--- config.mk ---
export PLATFORM = sky130hd
export DESIGN_NAME = spiral_unroll
export DESIGN_NICKNAME = d
export VERILOG_FILES = /design/src/rtl/spiral_unroll.sv
export SDC_FILE = /design/constraint.sdc
export NUM_CORES = 1
export LEC_CHECK = 0
export ABC_AREA = 1
export ABC_CLOCK_PERIOD_IN_PS = 3800
export BUFFER_PORTS_ARGS = -buffer_cell sky130_fd_sc_hd__buf_4
export CAP_MARGIN = 20
export CELL_PAD_IN_SITES_DETAIL_PLACEMENT = 0
export CELL_PAD_IN_SITES_GLOBAL_PLACEMENT = 1
export CORE_ASPECT_RATIO = 2
export CORE_MARGIN = 1
export CORE_UTILIZATION = 55
export CTS_CLUSTER_SIZE = 8
export DETAILED_ROUTE_END_ITERATION = 10
export PLACE_DENSITY_LB_ADDON = 0.1
export SYNTH_ARGS = -nofsm -noshare
export SYNTH_HDL_FRONTEND = slang
export SYNTH_SLANG_ARGS = --single-unit
--- constraint.sdc ---
create_clock -name clk -period 3.8 [get_ports clk]
set_input_delay 0.19 -clock clk [delete_from_list [all_inputs] [get_ports clk]]
set_output_delay 0.19 -clock clk [all_outputs]
set_load 0.005 [all_outputs]
--- src/rtl/spiral_unroll.sv ---
// spiral_unroll
//   Buffers one row x col matrix that arrives in clockwise spiral order and
//   re-emits it in raster order. Fill and drain never overlap: the whole
//   matrix is written first, then read out, then the block returns to idle.
//
// Ports
//   clk            clock, rising edge
//   rst            synchronous active-high reset
//   row, col       matrix dimensions, sampled on the first accepted input beat
//   data_in        element in spiral order
//   data_in_valid  data_in is valid
//   data_in_rdy    block accepts data_in this cycle
//   data_out       element in raster order
//   data_out_valid data_out is valid
//   data_out_rdy   downstream accepts data_out
module spiral_unroll #(
    parameter int DATA_WIDTH = 8,
    parameter int R_WIDTH    = 3,
    parameter int C_WIDTH    = 3
) (
    input  logic                  clk,
    input  logic                  rst,
    input  logic [R_WIDTH-1:0]    row,
    input  logic [C_WIDTH-1:0]    col,
    input  logic [DATA_WIDTH-1:0] data_in,
    input  logic                  data_in_valid,
    output logic                  data_in_rdy,
    output logic [DATA_WIDTH-1:0] data_out,
    output logic                  data_out_valid,
    input  logic                  data_out_rdy
);

    localparam int AW = R_WIDTH + C_WIDTH;
    // Walk coordinates and bounds carry one extra bit so the final
    // decrement past zero does not alias a valid position.
    localparam int RB = R_WIDTH + 1;
    localparam int CB = C_WIDTH + 1;

    localparam logic [RB-1:0] R_ONE   = RB'(1);
    localparam logic [CB-1:0] C_ONE   = CB'(1);
    localparam logic [AW-1:0] CNT_ONE = AW'(1);

    typedef enum logic [1:0] {IDLE, FILL, DRAIN} state_t;
    typedef enum logic [1:0] {DIR_RIGHT, DIR_DOWN, DIR_LEFT, DIR_UP} dir_t;

    typedef struct packed {
        logic [RB-1:0] r;
        logic [CB-1:0] c;
        logic [RB-1:0] top;
        logic [RB-1:0] bot;
        logic [CB-1:0] left;
        logic [CB-1:0] right;
        dir_t          dir;
    } walk_t;

    // One step of the clockwise spiral from the current position.
    function automatic walk_t walk_step(input walk_t w);
        walk_t n;
        n = w;
        case (w.dir)
            DIR_RIGHT: begin
                if (w.c < w.right) begin
                    n.c = w.c + C_ONE;
                end else begin
                    n.top = w.top + R_ONE;
                    n.r   = w.r + R_ONE;
                    n.dir = DIR_DOWN;
                end
            end
            DIR_DOWN: begin
                if (w.r < w.bot) begin
                    n.r = w.r + R_ONE;
                end else begin
                    n.right = w.right - C_ONE;
                    n.c     = w.c - C_ONE;
                    n.dir   = DIR_LEFT;
                end
            end
            DIR_LEFT: begin
                if (w.c > w.left) begin
                    n.c = w.c - C_ONE;
                end else begin
                    n.bot = w.bot - R_ONE;
                    n.r   = w.r - R_ONE;
                    n.dir = DIR_UP;
                end
            end
            default: begin
                if (w.r > w.top) begin
                    n.r = w.r - R_ONE;
                end else begin
                    n.left = w.left + C_ONE;
                    n.c    = w.c + C_ONE;
                    n.dir  = DIR_RIGHT;
                end
            end
        endcase
        return n;
    endfunction

    state_t                state_q, state_d;
    walk_t                 walk_q, walk_init, walk_cur, walk_nxt;
    logic [C_WIDTH-1:0]    c_len;
    logic [AW-1:0]         n_total;
    logic [AW-1:0]         wr_cnt;
    logic [AW-1:0]         rd_cnt;
    logic [R_WIDTH-1:0]    rd_r;
    logic [C_WIDTH-1:0]    rd_c;
    logic [AW-1:0]         n_in;
    logic                  in_beat, out_beat;

    logic [DATA_WIDTH-1:0] mem [2**AW];

    assign in_beat  = data_in_valid & data_in_rdy;
    assign out_beat = data_out_valid & data_out_rdy;
    assign n_in     = AW'(row) * AW'(col);

    // In IDLE the walk starts from a freshly initialised spiral so the first
    // beat writes (0,0) and the registered walk already points at element 2.
    always_comb begin
        walk_init       = '0;
        walk_init.bot   = RB'(row) - R_ONE;
        walk_init.right = CB'(col) - C_ONE;
        walk_init.dir   = DIR_RIGHT;
        walk_cur        = (state_q == IDLE) ? walk_init : walk_q;
        walk_nxt        = walk_step(walk_cur);
    end

    // State register
    always_ff @(posedge clk) begin
        if (rst) begin
            state_q <= IDLE;
        end else begin
            state_q <= state_d;
        end
    end

    // Next-state logic
    always_comb begin
        state_d = state_q;
        case (state_q)
            IDLE: begin
                if (in_beat) begin
                    state_d = (n_in == CNT_ONE) ? DRAIN : FILL;
                end
            end
            FILL: begin
                if (in_beat && (wr_cnt + CNT_ONE == n_total)) begin
                    state_d = DRAIN;
                end
            end
            DRAIN: begin
                if (out_beat && (rd_cnt + CNT_ONE == n_total)) begin
                    state_d = IDLE;
                end
            end
            default: state_d = IDLE;
        endcase
    end

    // Output logic; both handshakes are held low while reset is asserted.
    always_comb begin
        data_in_rdy    = 1'b0;
        data_out_valid = 1'b0;
        if (!rst) begin
            case (state_q)
                IDLE:    data_in_rdy    = (row != '0) && (col != '0);
                FILL:    data_in_rdy    = 1'b1;
                DRAIN:   data_out_valid = 1'b1;
                default: data_in_rdy    = 1'b0;
            endcase
        end
    end

    // Walk, counters and raster read pointer
    always_ff @(posedge clk) begin
        if (rst) begin
            walk_q  <= '0;
            c_len   <= '0;
            n_total <= '0;
            wr_cnt  <= '0;
            rd_cnt  <= '0;
            rd_r    <= '0;
            rd_c    <= '0;
        end else begin
            if (in_beat) begin
                walk_q <= walk_nxt;
                if (state_q == IDLE) begin
                    c_len   <= col;
                    n_total <= n_in;
                    wr_cnt  <= CNT_ONE;
                    rd_cnt  <= '0;
                    rd_r    <= '0;
                    rd_c    <= '0;
                end else begin
                    wr_cnt <= wr_cnt + CNT_ONE;
                end
            end
            if (out_beat) begin
                rd_cnt <= rd_cnt + CNT_ONE;
                if (rd_c == c_len - C_WIDTH'(1)) begin
                    rd_c <= '0;
                    rd_r <= rd_r + R_WIDTH'(1);
                end else begin
                    rd_c <= rd_c + C_WIDTH'(1);
                end
            end
        end
    end

    // Matrix storage, addressed {row, col}; contents are not reset.
    always_ff @(posedge clk) begin
        if (in_beat) begin
            mem[{walk_cur.r[R_WIDTH-1:0], walk_cur.c[C_WIDTH-1:0]}] <= data_in;
        end
    end

    assign data_out = mem[{rd_r, rd_c}];

endmodule

==> metrics.txt <==
CTS clk-pin slew, worst paths=0.05 ns; gr usage total=0.302; Max-cap violations=0; Syn Area/Cell=10.8 µm²; setup tns final=0 ns; Synth async-reset ratio=0; CTS tree=yes; Primary FF master, synth=edfxtp_1; Rows=~110; Longest Clk Path Bufs=3; Yosys reg bits=567; total clock sinks=567; startpoint types=flip-flop; Clock Skew=approximately 0.018 ns; Max Clk Rate=0.280 GHz; R2R Setup Slk=0.81 ns; gp weighted congestion=roughly 0.9; Ys Warns=0; CORE AREA=44300 µm²; peak supply drop=0.393 mV; Cells after Synth=2300; antenna fix cells=0; minimum clock period=3.57 ns; H-tree lvl count=3; Synth area leader=edfxtp_1; top fanout value on the critical path=72; Final setup viols=0; total congestion overflow=0; # fillers=about 3500; multi-input combinational cell area=7250 µm²; first-pass GRT wire length=103000 µm; placed insts=2806; Cell Area, Synth=about 25000 µm²; Seq/Total Area, Yosys=0.666; post-synth top area share=0.622; # port buffers=27; post-CTS sizing=0; worst min path class=in2reg; Die Y=302 µm; Critical Path AT=3.38 ns; most frequent cells in the layout=512 x edfxtp_1, 392 x nor2_1, 359 x o21ai_0, 288 x nand2_1, 127 x o22ai_1; Routed WL=68200 µm; clock insertion delay at the later pin of the skew report=0.61 ns; DRC=0; most common cell after layout, fill and taps aside=edfxtp_1; ranking of synthesized cells by area=edfxtp_1 62%, o21ai_0 7.3%, nor2_1 5.9%; initial antenna violation count=0; max-slew violation count=0; DP HPWL=43000 µm; register area=16500 µm²; initial DRC count=1354; Via density=6.04; pin count of the biggest net entering global routing=between 100 and 150; Vias=around 18000; outcome=complete, no violations; die footprint=45900 µm²; pwr dens=505 nW/µm²; io pins=28; antenna-violating nets left=0; Initial DRT Pass Iterations=6; slew of the pin with the lowest slew margin=1.14 ns; Die W=roughly 150 µm; post-synthesis cell type count=40; CTS root buf=clkbuf_16; Final #Nets=roughly 2400; final design utilization=0.628; Worst Setup Path Type=reg2out; syn nets=2352; Num CTS Buffers=80; Leak=about 0.01 µW; vias in the first global route=17741; relative slew slack=0.233; Tcrit/Tclk final=0.938; Layout area overhead=12.6%; initial cell density of the core=0.558; CP required=3.61 ns; final-report hold violation count=0; DR WL/cell=between 20 and 25 µm; RSZ-0062 raised after global routing=false; layout cell share with drive strength beyond 1=0.0885; final cell count without fillers=~2900; CP endpoint kind=output port; number of flops mapped to enable cells by yosys=512
-- state kept, by name (all words and copies together), names as in the netlist --
signal and flops:
rd_r 3, rd_c 3, wr_cnt 6, c_len 3, walk_q 26, n_total 6
state_q 2, mem 512, rd_cnt 6
-- path summary, 6_finish.rpt --
kind	start	end	cells after the start
setup / recovery	rd_c[0]$_SDFFE_PP0P_	data_out[2]	9
hold / removal	data_in[3]	mem[15][3]$_DFFE_PP_	1
setup reg to reg	state_q[0]$_SDFFE_PP0P_	walk_q[9]$_SDFFE_PP0P_	14
hold reg to reg	c_len[1]$_SDFFE_PP0P_	c_len[1]$_SDFFE_PP0P_	2
-- what timing repair did --
item                      4_1_cts  5_1_grt
hold buffers                    6        0
setup buffers                   0        0
hold endpoints to repair       10        0
-- per-layer routing --
metal / vias to the layer above / wire length [µm] / track usage
met3: 207 / 3870 / 0.0441
met1: 8574 / 23400 / 0.315
met5: - / 0 / 0
met4: 0 / 3820 / 0.185
met2: 685 / 37200 / 0.571
li1: 8209 / - / -
-- logic make-up (layout without fill, tap and decap cells) --
group / count (synthesis) / in the layout / synth area share
flip-flops: 567 / 567 / 0.666
AND/OR/NAND/NOR: 840 / 840 / 0.139
buffers and inverters: 252 / 325 / 0.0408
XOR/XNOR: 29 / 29 / 0.0108
AO/OA/AOI/OAI: 578 / 578 / 0.125
adder cells (fa/ha/maj): 34 / 34 / 0.0178
-- worst max-delay path: stages, from the launching register on --
cell	delay, ns
dfxtp_4	0.41
inv_6	0.44
buf_4	0.52
o21ai_0	0.14
o22ai_1	0.19
nor2_1	0.09
o21ai_0	0.48
nand3_1	0.14
o21ai_1	0.19
buf_4	0.16
-- synthesized netlist by cell type (18+ instances only) --
cell and instances:
a21oi_1 67, buf_2 18, clkbuf_1 101, dfxtp_1 55, edfxtp_1 512, ha_1 32, inv_1 111, nand2_1 288
nand3_1 108, nor2_1 392, o21ai_0 360, o22ai_1 127, xor2_1 20
-- report_power, final --
part	internal (µW)	leakage (µW)	switching, µW
logic	193	0.00382	522
registers	6850	0.00505	38.4
clock network	3970	0.00108	2480
-- metrics by stage --
stage / worst slack (ns) / cell area, µm² / hold slack [ns] / total power (µW)
floorplan: 1.45 / 24700 / 0.289 / 7420
global placement: 0.900 / 25500 / 0.449 / 7690
detailed placement: 0.870 / 25500 / 0.457 / 7710
CTS: 0.222 / 27800 / 0.153 / 14100
global route: 0.0478 / 27800 / 0.174 / 14400
finish: 0.234 / 27800 / 0.148 / 14000
-- cell type report --
cell class                 count  share of cell area
timing repair buffer          88              0.0256
clock buffer                 114              0.0795
tap                          555              0.0249
clock inverter                 2            0.000899
inverter                     121              0.0165
sequential                   567               0.592
multi-input combinational   1481               0.260
Note: power is estimated with default switching activity, not from simulation.
